===== config.mk =====
export PLATFORM = sky130hd
export DESIGN_NAME = cmd_proc_param_flat
export DESIGN_NICKNAME = d
export VERILOG_FILES = /design/src/rtl/cmd_proc_if.sv /design/src/rtl/cmd_proc_param.sv /design/src/flat_wrapper.sv
export SDC_FILE = /design/constraint.sdc
export NUM_CORES = 1
export LEC_CHECK = 0
export ABC_AREA = 1
export BUFFER_PORTS_ARGS = -buffer_cell sky130_fd_sc_hd__buf_2
export CAP_MARGIN = 5
export CORE_MARGIN = 5
export CORE_UTILIZATION = 60
export DETAILED_ROUTE_END_ITERATION = 7
export PLACE_DENSITY = 0.92
export SYNTH_ARGS = -nofsm -noshare
export SYNTH_HDL_FRONTEND = slang
export SYNTH_SLANG_ARGS = --single-unit
export TNS_END_PERCENT = 100

===== constraint.sdc =====
create_clock -name clk -period 6.9 [get_ports clk]
set_clock_uncertainty 0.05 [all_clocks]
set_input_delay 0.345 -clock clk [delete_from_list [all_inputs] [get_ports clk]]
set_output_delay 0.345 -clock clk [all_outputs]
set_load 0.01 [all_outputs]

===== src/rtl/cmd_proc_if.sv =====
// Command handshake between the BLE/tour command source and cmd_proc_param.
// The master drives the command word; the slave consumes it and signals completion.
interface cmd_proc_if;
    logic [15:0] cmd;
    logic        cmd_rdy;
    logic        clr_cmd_rdy;
    logic        send_resp;

    modport master (output cmd, output cmd_rdy, input clr_cmd_rdy, input send_resp);
    modport slave  (input cmd, input cmd_rdy, output clr_cmd_rdy, output send_resp);
endinterface


===== src/rtl/cmd_proc_param.sv =====
// Knight's Tour command processor: calibrate, align/ramp/slow moves, tour kick-off, stop.
// Optional macro MOVE_TIMEOUT_EN adds a per-line watchdog (LINE_TO) and a move_err pulse.
module cmd_proc_param #(
    parameter int          FRWRD_W   = 10,
    parameter int          SQ_W      = 2,
    parameter logic [9:0]  INC       = 10'h004,
    parameter logic [9:0]  DEC       = 10'h008,
    parameter logic [11:0] ALIGN_THR = 12'h030,
    parameter logic [11:0] NUDGE     = 12'h05F
`ifdef MOVE_TIMEOUT_EN
    ,
    parameter logic [23:0] LINE_TO   = 24'd5_000_000
`endif
) (
    input  logic               clk,
    input  logic               rst_n,
    cmd_proc_if.slave          bus,
    output logic               strt_cal,
    input  logic               cal_done,
    input  logic [11:0]        heading,
    input  logic               heading_rdy,
    input  logic               lftIR,
    input  logic               rghtIR,
    input  logic               cntrIR,
    output logic [11:0]        error,
    output logic [FRWRD_W-1:0] frwrd,
    output logic               moving,
    output logic               tour_go,
    output logic               fanfare_go
`ifdef MOVE_TIMEOUT_EN
    ,
    output logic               move_err
`endif
);

    typedef enum logic [2:0] {IDLE, CAL, ALIGN, RAMP, SLOW} state_t;

    localparam logic [3:0] OP_CAL      = 4'h0;
    localparam logic [3:0] OP_MOVE     = 4'h2;
    localparam logic [3:0] OP_MOVE_FAN = 4'h3;
    localparam logic [3:0] OP_TOUR     = 4'h4;
    localparam logic [3:0] OP_STOP     = 4'h5;

    localparam logic [FRWRD_W-1:0] INC_W  = FRWRD_W'(INC);
    localparam logic [FRWRD_W-1:0] DEC_W  = FRWRD_W'(DEC);
    localparam logic signed [11:0] THR_S  = ALIGN_THR;
    localparam logic [SQ_W:0]      ONE_CNT = (SQ_W+1)'(1);

    state_t             state_reg;
    logic [FRWRD_W-1:0] frwrd_reg;
    logic [11:0]        desired_reg;
    logic [SQ_W:0]      target_reg;
    logic [SQ_W:0]      count_reg;
    logic               fanfare_reg;
    logic               cntr_reg;

    logic [3:0]         op;
    logic               is_stop;
    logic               line_rise;
    logic               hit;
    logic               aligned;
    logic               expired;
    logic [11:0]        nudge;
    logic [FRWRD_W:0]   inc_sum;
    logic [FRWRD_W-1:0] inc_next;
    logic [FRWRD_W-1:0] dec_next;

    // Only the opcode, heading and square-count fields carry meaning.
    wire unused_cmd_bits = &{1'b0, bus.cmd};

    assign op        = bus.cmd[15:12];
    assign is_stop   = bus.cmd_rdy && (op == OP_STOP);
    assign line_rise = cntrIR && !cntr_reg;
    assign hit       = (count_reg == target_reg);

    always_comb begin
        nudge = 12'h000;
        if (state_reg == RAMP || state_reg == SLOW) begin
            if (lftIR)
                nudge = NUDGE;
            else if (rghtIR)
                nudge = 12'h000 - NUDGE;
        end
    end

    assign error   = heading - desired_reg + nudge;
    assign aligned = ($signed(error) > -THR_S) && ($signed(error) < THR_S);

    // Ramp holds once the top two bits are set; carry-out saturates for oversize INC.
    assign inc_sum  = {1'b0, frwrd_reg} + {1'b0, INC_W};
    assign inc_next = (frwrd_reg[FRWRD_W-1:FRWRD_W-2] == 2'b11) ? frwrd_reg :
                      inc_sum[FRWRD_W] ? '1 : inc_sum[FRWRD_W-1:0];
    assign dec_next = (frwrd_reg < DEC_W) ? '0 : frwrd_reg - DEC_W;

    assign frwrd           = frwrd_reg;
    assign moving          = (state_reg == ALIGN) || (state_reg == RAMP) || (state_reg == SLOW);
    assign bus.clr_cmd_rdy = ((state_reg == IDLE) && bus.cmd_rdy) || ((state_reg == RAMP) && is_stop);
    assign strt_cal        = (state_reg == IDLE) && bus.cmd_rdy && (op == OP_CAL);
    assign tour_go         = (state_reg == IDLE) && bus.cmd_rdy && (op == OP_TOUR);
    assign fanfare_go      = (state_reg == RAMP) && hit && fanfare_reg;
    assign bus.send_resp   = ((state_reg == IDLE) && is_stop) ||
                             ((state_reg == CAL) && cal_done) ||
                             ((state_reg == SLOW) && (frwrd_reg == '0));

`ifdef MOVE_TIMEOUT_EN
    logic [23:0] tmo_cnt_reg;
    logic        tmo_flag_reg;
    logic        move_accept;

    assign move_accept = (state_reg == IDLE) && bus.cmd_rdy && (op == OP_MOVE || op == OP_MOVE_FAN);
    assign expired     = (state_reg == RAMP) && !hit && (tmo_cnt_reg >= LINE_TO);
    assign move_err    = (state_reg == SLOW) && (frwrd_reg == '0) && tmo_flag_reg;

    always_ff @(posedge clk or negedge rst_n) begin
        if (!rst_n) begin
            tmo_cnt_reg  <= 24'd0;
            tmo_flag_reg <= 1'b0;
        end else begin
            if (move_accept || line_rise)
                tmo_cnt_reg <= 24'd0;
            else if (state_reg == RAMP && tmo_cnt_reg != 24'hFF_FFFF)
                tmo_cnt_reg <= tmo_cnt_reg + 24'd1;
            if (move_accept)
                tmo_flag_reg <= 1'b0;
            else if (expired)
                tmo_flag_reg <= 1'b1;
        end
    end
`else
    assign expired = 1'b0;
`endif

    always_ff @(posedge clk or negedge rst_n) begin
        if (!rst_n) begin
            state_reg   <= IDLE;
            frwrd_reg   <= '0;
            desired_reg <= 12'h000;
            target_reg  <= '0;
            count_reg   <= '0;
            fanfare_reg <= 1'b0;
            cntr_reg    <= 1'b0;
        end else begin
            cntr_reg <= cntrIR;
            unique case (state_reg)
                IDLE: begin
                    if (bus.cmd_rdy) begin
                        case (op)
                            OP_CAL: state_reg <= CAL;
                            OP_MOVE, OP_MOVE_FAN: begin
                                desired_reg <= (bus.cmd[11:4] == 8'h00) ? 12'h000 : {bus.cmd[11:4], 4'hF};
                                target_reg  <= {bus.cmd[SQ_W-1:0], 1'b0};
                                fanfare_reg <= bus.cmd[12];
                                count_reg   <= '0;
                                state_reg   <= ALIGN;
                            end
                            default: ;
                        endcase
                    end
                end
                CAL: begin
                    if (cal_done)
                        state_reg <= IDLE;
                end
                ALIGN: begin
                    frwrd_reg <= '0;
                    if (aligned)
                        state_reg <= RAMP;
                end
                RAMP: begin
                    if (heading_rdy)
                        frwrd_reg <= inc_next;
                    if (line_rise)
                        count_reg <= count_reg + ONE_CNT;
                    if (hit || expired || is_stop)
                        state_reg <= SLOW;
                end
                SLOW: begin
                    if (frwrd_reg == '0)
                        state_reg <= IDLE;
                    else if (heading_rdy)
                        frwrd_reg <= dec_next;
                end
                default: state_reg <= IDLE;
            endcase
        end
    end

endmodule

===== src/flat_wrapper.sv =====
// flat-port wrapper written by rule: the top's interface ports become plain ports
module cmd_proc_param_flat 
#(
    parameter int          FRWRD_W   = 10,
    parameter int          SQ_W      = 2,
    parameter logic [9:0]  INC       = 10'h004,
    parameter logic [9:0]  DEC       = 10'h008,
    parameter logic [11:0] ALIGN_THR = 12'h030,
    parameter logic [11:0] NUDGE     = 12'h05F

)
  (clk, rst_n, strt_cal, cal_done, heading, heading_rdy, lftIR, rghtIR, cntrIR, error, frwrd, moving, tour_go, fanfare_go, bus_cmd, bus_cmd_rdy, bus_clr_cmd_rdy, bus_send_resp);
  cmd_proc_if bus_i ();
  input  logic clk;
  input  logic rst_n;
  output logic strt_cal;
  input  logic cal_done;
  input  logic [11:0] heading;
  input  logic heading_rdy;
  input  logic lftIR;
  input  logic rghtIR;
  input  logic cntrIR;
  output logic [11:0] error;
  output logic [FRWRD_W-1:0] frwrd;
  output logic moving;
  output logic tour_go;
  output logic fanfare_go;
  input wire logic [$bits(bus_i.cmd)-1:0] bus_cmd;
  input wire logic [$bits(bus_i.cmd_rdy)-1:0] bus_cmd_rdy;
  output wire logic [$bits(bus_i.clr_cmd_rdy)-1:0] bus_clr_cmd_rdy;
  output wire logic [$bits(bus_i.send_resp)-1:0] bus_send_resp;
  assign bus_i.cmd = bus_cmd;
  assign bus_i.cmd_rdy = bus_cmd_rdy;
  assign bus_clr_cmd_rdy = bus_i.clr_cmd_rdy;
  assign bus_send_resp = bus_i.send_resp;
  cmd_proc_param #(.FRWRD_W(FRWRD_W), .SQ_W(SQ_W), .INC(INC), .DEC(DEC), .ALIGN_THR(ALIGN_THR), .NUDGE(NUDGE)) u_core (.clk(clk), .rst_n(rst_n), .bus(bus_i), .strt_cal(strt_cal), .cal_done(cal_done), .heading(heading), .heading_rdy(heading_rdy), .lftIR(lftIR), .rghtIR(rghtIR), .cntrIR(cntrIR), .error(error), .frwrd(frwrd), .moving(moving), .tour_go(tour_go), .fanfare_go(fanfare_go));
endmodule

==> results.md, run 1 <==
* Status: finished, final reports clean
* DR iter-0 viols at 151
* CP endpoint kind: output pin
* Pwr/cell area at 535 nW/um2
* Router iterations before antenna repair at 5
* Final hold violation count at 0
* Reg area at 701 um2
* Sink Count at 28
* Total power draw at 1.82 mW
* Yosys reg bits at 28
* WL final at 7290 um
* Final setup fails at 0
* Worst min path class: input pin to async pin
* CTS tree: done
* Final-layout fill cell count at 392
* Die Wd at 80.3 um
* ANT cells at 0
* Critical path class: register to output pin
* I/O pin count at 64
* Via density at 5.27
* CP max stage delay at 0.54 ns
* First-pass GRT wire length at 12600 um
* Synthesized netlist cell count at 458
* Simple logic cell fraction of the synthesized area at 36.7%
* Post-route setup TNS at 0 ns
* Largest family of logic cells by synthesized area: simple AND/OR/NAND/NOR gates
* Syn avg cell area at 6.47 um2
* Largest net degree at the start of global routing at 29
* Setup Fix Bufs, Post-CTS at 0
* Post-synthesis sequential area ratio at 23.6%
* Critical path's slowest cell: fa_1
* Crit path launch type: register
* Final slew viol count at 0
* Leak at 2.02 nW
* Finished Layout Cells at 585
* Crit path max fanout at 6
* Detail Route Antenna Nets at 0
* Post-CTS sizing at 0
* Final setup margin at 3.35 ns
* Yosys cell types at 34
* Compound-gate portion of the synthesized area at 9.59%
* Total CTS buffers at 3
* Row cnt at 25
* DIE HEIGHT at 80.3 um
* Share of cells above drive strength 1 at 20.8%
* Routability cong. at 0.916
* Vias in the first global route at 2995
* Area of the multi-input gates at 1870 um2
* Peak supply drop at 0.269 mV
* Post-synthesis mux area share at 0%
* Post-synthesis net count at 522
* RR Startpoint: u_core.state_reg[0]
* CP dominant cell by count: nand2_1
* Syn. warnings at 0
* I/O Buffers at 61
* Area Overhead vs Synth at 14.7%
* Max-cap check violation count at 0
* RSZ-0062 raised after global routing: no
* Core area at 4750 um2
* Crit-path cells: o21ai_1, nand2_1, inv_1, nand2_1, fa_1, inv_1, fa_1, nand2_1, nand3_2, nand2_1, nand2_1, nand2_1, nand2_2, buf_2
* Period minus WS final at 3.55 ns
* Post-Syn Area at 2960 um2
* Worst EP arrival at 3.15 ns
* Hpwl dp at 5910 um
* Initial antenna violation count at 0
* Worst-Margin Slew at 0.837 ns
* Gr ovfl total at 0
* R2R depth at 19
* Via count at 3084
* Clk buf depth at 2
* Gr usage total at 24.1%
* Post-Synth Adder-Cell Area at 14.6%
* R2R Setup Slk at 3.46 ns
* RR Endpoint: u_core.state_reg[1]
* Hold_ws at 0.00857 ns
* Post-place setup slack at 3.49 ns
* Routed WL per cell at 12.5 um
* Initial Util at 62.3%
* # hold bufs at CTS at 0
* Worst-path clk slew at 0.10 ns
* Inst Count DP at 581
* Drc violations at 0
* Nets at 583
* Die ar. at 6440 um2
* # H-tree levels at 1
* XOR/XNOR Fraction of Synth Area at 2.07%
* Final worst path period share at 51.4%
* Max-slew headroom at 44.0%
* Root buffer cell: clkbuf_8
* Req. time, crit path at 6.50 ns
* FMAX at 282 MHz
* Latest clock arrival within the worst-skew pair at 0.29 ns
-- per-layer routing --
metal | track usage (%) | wire (um)
met4 | 9.97 | 173
met5 | 0 | 0
met2 | 43.4 | 3650
met1 | 29.5 | 3040
met3 | 1.79 | 430
-- worst max path at each step --
stage                                    from             endpoint  slack [ns]  cells after the start
after global placement    u_core.state_reg[0]  u_core.state_reg[2]        3.60                     18
after floorplan           u_core.state_reg[0]  u_core.state_reg[0]        3.82                     18
after CTS                 u_core.state_reg[0]            error[10]        3.32                     16
final                     u_core.state_reg[0]            error[10]        3.35                     14
after global routing      u_core.state_reg[0]            error[10]        3.08                     16
after detailed placement  u_core.state_reg[0]  u_core.state_reg[1]        3.49                     19
-- per-stage QoR --
step	util, %	cell area, um2
floorplan	-	2960
global placement	69.9	3330
detailed placement	69.9	3330
CTS	71.4	3400
global route	71.4	3400
finish	71.4	3400
-- kinds of logic after synthesis --
family,count (synthesis)
buf+inv,103
flops,28
simple gates,241
xor+xnor,7
fa+ha+maj,28
compound gates,51
-- critical path, delay by kind of cell, from the launching register on --
family | cells | cell delay [ns]
DFF | 1 | 0.45
AOI/OAI and AO/OA | 1 | 0.24
and+or+nand+nor | 8 | 0.85
buffers and inverters | 3 | 0.29
adders and majority gates | 2 | 1.03
-- report_power, final --
group / leakage [nW] / switching [mW] / internal [mW] / total [mW]
Clock: 0.0357 / 0.0573 / 0.0779 / 0.135
Combinational: 1.62 / 0.865 / 0.514 / 1.38
Sequential: 0.366 / 0.0735 / 0.228 / 0.301
Total: 2.02 / 0.996 / 0.820 / 1.82
-- cell usage after synthesis --
cell / number / area share [%]
a21oi_1: 11 / 1.9
a31oi_1: 1 / 0.21
buf_2: 3 / 0.51
buf_4: 1 / 0.25
clkbuf_1: 1 / 0.13
clkinv_2: 1 / 0.17
dfrtp_1: 28 / 24
fa_1: 11 / 7.4
ha_1: 17 / 7.2
inv_1: 88 / 11
inv_2: 9 / 1.1
nand2_1: 137 / 17
nand2_2: 15 / 3.2
nand3_1: 24 / 4.1
nand3_2: 7 / 2.4
nand3b_1: 1 / 0.25
nand4_1: 4 / 0.84
nor2_1: 38 / 4.8
nor2_2: 6 / 1.3
nor3_1: 2 / 0.34
nor3_2: 1 / 0.34
nor3_4: 2 / 1.1
nor4_1: 2 / 0.42
o211ai_1: 2 / 0.51
o21ai_0: 28 / 4.7
o21ai_1: 2 / 0.34
o21ai_2: 1 / 0.30
o21bai_1: 2 / 0.51
o221ai_1: 3 / 0.89
o31ai_1: 1 / 0.25
or2_1: 1 / 0.21
or2_2: 1 / 0.21
xnor2_1: 1 / 0.30
xor2_1: 6 / 1.8
-- placed cells by master (no fill, tap or decap) --
cell type and n:
nand2_1 137, inv_1 88, buf_2 61, nor2_1 38, o21ai_0 28, dfrtp_1 28
nand3_1 24, ha_1 17, nand2_2 15, a21oi_1 11, fa_1 11, inv_2 9
nand3_2 7, xor2_1 6, nor2_2 6, nand4_1 4, o221ai_1 3, clkbuf_8 3
o21ai_1 2, o21bai_1 2, nor3_4 2, o211ai_1 2, nor3_1 2, nor4_1 2
nand3b_1 1, clkinv_2 1, nor3_2 1, o21ai_2 1, xnor2_1 1, a31oi_1 1
o31ai_1 1, or2_2 1, or2_1 1, bufinv_16 1
-- final cells by class --
type	instances	area share, %
inverter	98	10.9
timing repair buffer	61	8.99
sequential	28	20.6
multi-input combinational	327	55.0
tap	67	2.47
clock buffer	3	1.22
clock inverter	1	0.884
Power figures use the tool's default switching activity.
==> run 2: changes to the inputs <==
--- a/config.mk
+++ b/config.mk
@@ -5,13 +5,13 @@
 export SDC_FILE = /design/constraint.sdc
 export NUM_CORES = 1
 export LEC_CHECK = 0
-export ABC_AREA = 1
+export ABC_AREA = 0
 export BUFFER_PORTS_ARGS = -buffer_cell sky130_fd_sc_hd__buf_2
 export CAP_MARGIN = 5
 export CORE_MARGIN = 5
-export CORE_UTILIZATION = 60
+export CORE_UTILIZATION = 55
 export DETAILED_ROUTE_END_ITERATION = 7
-export PLACE_DENSITY = 0.92
+export PLACE_DENSITY = 0.87
 export SYNTH_ARGS = -nofsm -noshare
 export SYNTH_HDL_FRONTEND = slang
 export SYNTH_SLANG_ARGS = --single-unit
==> constraint.sdc (replaced) <==
create_clock -name clk -period 3.7 [get_ports clk]
set_clock_uncertainty 0.05 [all_clocks]
set_input_delay 0.185 -clock clk [delete_from_list [all_inputs] [get_ports clk]]
set_output_delay 0.185 -clock clk [all_outputs]
set_load 0.01 [all_outputs]
==> run 2 against run 1 <==
  * Synthesized cell count is 28% lower
  * Critical path depth up 1
  * Sequential share of layout area rose by 1.1 points
==> results.md, run 2 <==
* Post-synthesis net count at 396 (was 522)
* Hpwl dp at 5020 um (was 5910 um)
* Worst min path class: input pin to register (was input pin to async pin)
* Synth cell count leaders: nand2_1, inv_1, dfrtp_1, nor2_1, a21oi_1 (was nand2_1, inv_1, nor2_1, dfrtp_1, o21ai_0)
* Detail Route Antenna Nets at 0 (unchanged)
* Routed WL per cell at 13.6 um (was 12.5 um)
* Count leader, synth: nand2_1 (unchanged)
* RSZ-0062 raised after global routing: yes (was no)
* Max-cap check violation count at 0 (unchanged)
* Core area at 4750 um2 (unchanged)
* Area Overhead vs Synth at 19.6% (was 14.7%)
* Gr usage total at 20.5% (was 24.1%)
* Sink Count at 28 (unchanged)
* Final slew viol count at 0 (unchanged)
* ANT cells at 0 (unchanged)
* Post-Syn Area at 2700 um2 (was 2960 um2)
* Die Wd at 80.1 um (was 80.3 um)
* Largest net degree at the start of global routing at 29 (unchanged)
* Die ar. at 6410 um2 (was 6440 um2)
* Peak supply drop at 0.507 mV (was 0.269 mV)
* Vias in the first global route at 2424 (was 2995)
* Post-synth top flop: dfrtp_1 (unchanged)
* Post-place setup slack at 0.0879 ns (was 3.49 ns)
* Period minus WS final at 3.63 ns
* Syn avg cell area at 8.13 um2 (was 6.47 um2)
* I/O Buffers at 61 (unchanged)
* Synthesized netlist cell count at 332 (was 458)
* Post-synthesis cell type with the largest combined area: dfrtp_1 (unchanged)
* Worst-path clk slew at 0.09 ns (was 0.10 ns)
* Req. time, crit path at 3.84 ns (was 6.50 ns)
* Share of cells above drive strength 1 at 24.4% (was 20.8%)
* Routability cong. at 0.887 (was 0.916)
* Total power draw at 2.82 mW (was 1.82 mW)
* Final-layout fill cell count at 414 (was 392)
* Crit path launch type: register (unchanged)
* Reg area at 701 um2 (unchanged)
* Syn. warnings at 0 (unchanged)
* Number of flops mapped to enable cells by yosys at 0 (unchanged)
* Total CTS buffers at 3 (unchanged)
* Post-synthesis sequential area ratio at 25.9% (was 23.6%)
* Asr flop ratio synth at 100% (unchanged)
* # H-tree levels at 1 (unchanged)
* WL final at 6390 um (was 7290 um)
* DR iter-0 viols at 207 (was 151)
* Commonest cells after routing, fill and taps aside: buf_2, nand2_1, inv_1 (was nand2_1, inv_1, buf_2)
* Pwr/cell area at 874 nW/um2 (was 535 nW/um2)
* CP max stage delay at 0.48 ns (was 0.54 ns)
* Status: finished, final reports clean (unchanged)
* Drc violations at 0 (unchanged)
* Final hold violation count at 0 (unchanged)
* Critical path's slowest cell: fa_1 (unchanged)
* Gr ovfl total at 0 (unchanged)
* Final setup margin at 0.0670 ns (was 3.35 ns)
* CP endpoint kind: register (was output pin)
* Via density at 5.61 (was 5.27)
* DIE HEIGHT at 80.1 um (was 80.3 um)
* Crit-path cells: or3b_4, nand2_4, nand2_8, fa_1, inv_1, ha_1, a21o_1, a221oi_2, buf_4, o21bai_1, xnor2_1, buf_4, a211oi_1, nand4_1, a41oi_1 (was o21ai_1, nand2_1, inv_1, nand2_1, fa_1, inv_1, fa_1, nand2_1, nand3_2, nand2_1, nand2_1, nand2_1, nand2_2, buf_2)
* Row cnt at 25 (unchanged)
* CTS tree: done (unchanged)
* Critical path class: register to register (was register to output pin)
* Root buffer cell: clkbuf_8 (unchanged)
* Final worst path period share at 98.2%
* Leak at 1.69 nW (was 2.02 nW)
* Post-synth top area share at 25.9% (was 23.6%)
* I/O pin count at 64 (unchanged)
* Yosys cell types at 55 (was 34)
* Crit path max fanout at 5 (was 6)
* Yosys reg bits at 28 (unchanged)
* First-pass GRT wire length at 10600 um (was 12600 um)
* Post-route setup TNS at 0 ns (unchanged)
* Clk buf depth at 2 (unchanged)
* Most common cell after layout, fill and taps aside: buf_2 (was nand2_1)
* Nets at 467 (was 583)
* Area of the multi-input gates at 1800 um2 (was 1870 um2)
* Initial Util at 56.8% (was 62.3%)
* Worst EP arrival at 3.77 ns (was 3.15 ns)
* Via count at 2626 (was 3084)
* Final setup fails at 0 (unchanged)
* Synth area leaders: dfrtp_1, fa_1, ha_1, nand2_1, inv_1 (was dfrtp_1, nand2_1, inv_1, fa_1, ha_1)
* Latest clock arrival within the worst-skew pair at 0.27 ns (was 0.29 ns)
* CP dominant cell by count: buf_4 (was nand2_1)
* Worst-Margin Slew at 0.706 ns (was 0.837 ns)
* Max-slew headroom at 52.6% (was 44.0%)
* Router iterations before antenna repair at 5 (unchanged)
* FMAX at 275 MHz
* Initial antenna violation count at 0 (unchanged)
-- run 2: changes by cell type after synthesis, sizes merged, moves of 10 or more --
cell,delta
a21oi,+10
inv,-56
nand2,-106
nand3,-26
nor2,-16
o21ai,-12
xnor2,+13
-- run 2: final timing paths --
check | startpoint | endpoint | slack, ns | depth (start not counted)
min reg2reg | u_core.fanfare_reg | u_core.fanfare_reg | 0.44 | 2
max reg2reg | u_core.state_reg[0] | u_core.state_reg[0] | 0.07 | 15
min | bus_cmd[0] | u_core.target_reg[1] | 0.04 | 3
min in group asynchronous | rst_n | u_core.frwrd[8] | 0.40 | 2
max | u_core.state_reg[0] | u_core.state_reg[0] | 0.07 | 15
max in group asynchronous | rst_n | u_core.desired_reg[5] | 2.79 | 2
-- run 2: kinds of logic after synthesis --
logic type	Yosys count	synth area share (%)
AOI/OAI and AO/OA	87	21.1
xor gates and xnor gates	19	6.44
adders and majority gates	28	16.0
buffers and inverters	54	8.85
DFF	28	25.9
muxes	2	0.788
and+or+nand+nor	114	20.8
-- run 2: metal layers --
layer  up-vias  wire length [um]  track usage [%]
li1       1286                 -                -
met1      1228              2840             27.8
met2       103              3040             34.7
met3         9               397             2.80
met4         0               116             4.90
met5         -                 0                0
-- run 2: timing repair --
item / CTS / global route
cloned: 0 / 0
endpoints found under the hold margin: 29 / 0
setup endpoints to repair: 2 / 6
resized for setup: 4 / 6
pin swaps: 1 / 11
hold buffers: 2 / 0
buffers inserted: 0 / 4
-- run 2: final cells by class --
| type | count | area share [%] |
|---|---|---|
| multi-input cells | 250 | 55.9 |
| flip-flops and latches | 28 | 21.7 |
| repair buffers | 79 | 13.8 |
| inverters | 41 | 4.77 |
| well taps | 67 | 2.60 |
| clock buffers | 3 | 1.28 |
-- run 2: where the power goes --
part | internal [mW] | total [mW] | switching, mW | leakage (nW)
logic | 0.956 | 2.13 | 1.18 | 1.30
clock network | 0.0732 | 0.166 | 0.0925 | 0.0216
registers | 0.400 | 0.524 | 0.125 | 0.367
total | 1.43 | 2.82 | 1.39 | 1.69
-- run 2: stage by stage --
| step | utilization (%) | cells | hold slack, ns | area (um2) |
|---|---|---|---|---|
| 2_1_floorplan | - | 332 | -0.161 | 2710 |
| 3_3_place_gp | 65.2 | 459 | 0.185 | 3100 |
| 3_5_place_dp | 65.2 | 459 | 0.195 | 3100 |
| 4_1_cts | 66.9 | 464 | 0.0404 | 3180 |
| 5_1_grt | 67.9 | 468 | 0.0490 | 3230 |
| 6_report | 67.9 | 468 | 0.0436 | 3230 |
-- run 2: worst max-delay path: cells and delay by family (launching register included) --
kind / cells / cell delay (ns)
flops: 1 / 0.39
xor+xnor: 1 / 0.16
buf+inv: 3 / 0.36
simple gates: 4 / 0.81
compound gates: 5 / 0.99
fa+ha+maj: 2 / 0.79
==> run 3: changes to the inputs <==
--- a/config.mk
+++ b/config.mk
@@ -9,9 +9,9 @@
 export BUFFER_PORTS_ARGS = -buffer_cell sky130_fd_sc_hd__buf_2
 export CAP_MARGIN = 5
 export CORE_MARGIN = 5
-export CORE_UTILIZATION = 55
+export CORE_UTILIZATION = 45
 export DETAILED_ROUTE_END_ITERATION = 7
-export PLACE_DENSITY = 0.87
+export PLACE_DENSITY = 0.74
 export SYNTH_ARGS = -nofsm -noshare
 export SYNTH_HDL_FRONTEND = slang
 export SYNTH_SLANG_ARGS = --single-unit
==> run 3 against run 2 <==
  * Worst hold slack worse by 0.0056 ns
  * Wire length up 8.2%
  * Die area up 19%
  * Critical path type is now register to output pin
  * Cell area up 3.9%
  * First-iteration DRC count up 16%
  * Core utilization down 11 points
  * Combinational power up 6%
  * Sequential power about the same
  * Via count down 0.84%
  * Largest cell class unchanged
  * Worst setup slack worse by 0.0015 ns
  * Largest power group unchanged
==> results.md, run 3 (same netlist as run 2, synthesis figures left out) <==
* WL final at 6910 um (was 6390 um)
* FMAX at 275 MHz (about the same)
* Via density at 5.41 (was 5.61)
* Detail Route Antenna Nets at 0 (unchanged)
* Final setup margin at 0.0655 ns (was 0.0670 ns)
* Most common cell after layout, fill and taps aside: buf_2 (unchanged)
* Via count at 2604 (was 2626)
* Vias in the first global route at 2505 (was 2424)
* Critical path class: register to output pin (was register to register)
* Crit path launch type: register (unchanged)
* RSZ-0062 raised after global routing: yes (unchanged)
* Final hold violation count at 0 (unchanged)
* Routed WL per cell at 14.4 um (was 13.6 um)
* Root buffer cell: clkbuf_8 (unchanged)
* P_int at 1.57 mW (was 1.43 mW)
* Nets at 471 (was 467)
* Worst-Margin Slew at 0.624 ns (was 0.706 ns)
* Initial antenna violation count at 0 (unchanged)
* Post-place setup slack at 0.0521 ns (was 0.0879 ns)
* # H-tree levels at 1 (unchanged)
* I/O pin count at 64 (unchanged)
* Routability cong. at 0.869 (was 0.887)
* Placed inst area at 3140 um2 (was 3100 um2)
* CP endpoint kind: output pin (was register)
* Die ar. at 7650 um2 (was 6410 um2)
* Largest net degree at the start of global routing at 29 (unchanged)
* Post-route setup TNS at 0 ns (unchanged)
* Max-slew headroom at 58.4% (was 52.6%)
* Core area at 5890 um2 (was 4750 um2)
* Worst EP arrival at 3.40 ns (was 3.77 ns)
* Worst-path clk slew at 0.10 ns (was 0.09 ns)
* Latest clock arrival within the worst-skew pair at 0.28 ns (was 0.27 ns)
* Leak at 1.74 nW (was 1.69 nW)
* CP max stage delay at 0.49 ns (was 0.48 ns)
* Total CTS buffers at 3 (unchanged)
* Clock power share at 8.0% (was 5.9%)
* Worst min path class: input pin to register (unchanged)
* First-pass GRT wire length at 11400 um (was 10600 um)
* Area Overhead vs Synth at 24.2% (was 19.6%)
* Die Wd at 87.5 um (was 80.1 um)
* DR iter-0 viols at 241 (was 207)
* Metal-1 WL at 2980 um (was 2840 um)
* Final worst path period share at 98.2% (about the same)
* Crit-path cells: or3b_4, nand2_4, nand2_4, fa_1, inv_1, ha_1, and3_1, a221oi_4, buf_4, o21bai_1, a21oi_2, xnor2_2, buf_2 (was or3b_4, nand2_4, nand2_8, fa_1, inv_1, ha_1, a21o_1, a221oi_2, buf_4, o21bai_1, xnor2_1, buf_4, a211oi_1, nand4_1, a41oi_1)
* Critical path's slowest cell: fa_1 (unchanged)
* Met3 wire length at 332 um (was 397 um)
* Total power draw at 3.02 mW (was 2.82 mW)
* DIE HEIGHT at 87.5 um (was 80.1 um)
* Hold_ws at 0.0380 ns (was 0.0436 ns)
* CP dominant cell by count: nand2_4 (was buf_4)
* Top routing layer in use: met4 (unchanged)
* Pwr/cell area at 899 nW/um2 (was 874 nW/um2)
* Max-cap check violation count at 0 (unchanged)
* Sink Count at 28 (unchanged)
* Final-layout fill cell count at 561 (was 414)
* Core Util, Final at 57.0% (was 67.9%)
* Hpwl dp at 5410 um (was 5020 um)
* Post-route cell area at 3350 um2 (was 3230 um2)
* Sw frac at 48.0% (was 49.3%)
* Router iterations before antenna repair at 4 (was 5)
* Final setup fails at 0 (unchanged)
* Req. time, crit path at 3.46 ns (was 3.84 ns)
* Clk buf depth at 2 (unchanged)
* CTS tree: done (unchanged)
* Gr ovfl total at 0 (unchanged)
* DR WL met2 at 3500 um (was 3040 um)
* Area of the multi-input gates at 1860 um2 (was 1800 um2)
* Reg area at 701 um2 (unchanged)
* Switch Pwr at 1.45 mW (was 1.39 mW)
* Crit path max fanout at 5 (unchanged)
* I/O Buffers at 61 (unchanged)
* Commonest cells after routing, fill and taps aside: buf_2, nand2_1, inv_1 (unchanged)
* ANT cells at 0 (unchanged)
* Combinational power share at 74.5% (was 75.5%)
* Drc violations at 0 (unchanged)
* Flop pwr share at 17.5% (was 18.6%)
* Gr usage total at 18.3% (was 20.5%)
* Row cnt at 28 (was 25)
* Inst Count DP at 471 (was 459)
* Status: finished, final reports clean (unchanged)
* Share of cells above drive strength 1 at 26.8% (was 24.4%)
* Finished Layout Cells at 481 (was 468)
* Peak supply drop at 0.772 mV (was 0.507 mV)
* Period minus WS final at 3.63 ns (about the same)
* Initial Util at 45.9% (was 56.8%)
* Final slew viol count at 0 (unchanged)
-- run 3: cell count changes in the layout (fill, tap and decap cells not counted), sizes merged --
cell and change:
bufinv +1, buf +4
-- run 3: worst paths after layout --
path / startpoint / end / slack (ns) / cells after the start
worst max-delay path: u_core.state_reg[0] / error[7] / 0.07 / 13
worst min-delay path: bus_cmd[1] / u_core.target_reg[2] / 0.04 / 3
worst max register to register: u_core.state_reg[0] / u_core.state_reg[0] / 0.14 / 14
worst min register to register: u_core.target_reg[2] / u_core.target_reg[2] / 0.46 / 2
max in group asynchronous: rst_n / u_core.frwrd[2] / 2.78 / 2
min in group asynchronous: rst_n / u_core.frwrd[6] / 0.41 / 2
-- run 3: cell type report --
type | count | area share [%]
inverter | 41 | 4.59
timing repair buffer | 83 | 14.2
clock inverter | 1 | 0.895
tap | 75 | 2.80
clock buffer | 3 | 1.23
sequential | 28 | 20.9
multi-input combinational | 250 | 55.4
-- run 3: power groups by stage --
stage	registers, mW	clock network, mW	logic, mW
global placement	0.524	0	2.00
finish	0.526	0.242	2.25
detailed placement	0.531	0	2.06
floorplan	0.511	0	1.46
CTS	0.525	0.250	2.11
global route	0.546	0.260	2.49
-- run 3: metal layers --
metal / track usage [%] / vias to the layer above
li1: - / 1293
met1: 24.8 / 1227
met2: 31.4 / 76
met3: 1.61 / 8
met4: 4.60 / 0
met5: 0 / -
-- run 3: critical path: cells and delay by family, from the launching register on --
family | cells | cell delay (ns)
xor+xnor | 1 | 0.14
simple gates | 4 | 0.83
compound gates | 3 | 0.57
buf+inv | 3 | 0.39
flops | 1 | 0.39
fa+ha+maj | 2 | 0.79
-- run 3: what timing repair did --
| item | in CTS | in global routing |
|---|---|---|
| gates resized for setup | 5 | 11 |
| hold endpoints to repair | 29 | 0 |
| setup buffers | 1 | 3 |
| cloned | 0 | 0 |
| endpoints found under the setup margin | 3 | 7 |
| hold buffers | 2 | 0 |
| pin swaps | 1 | 10 |
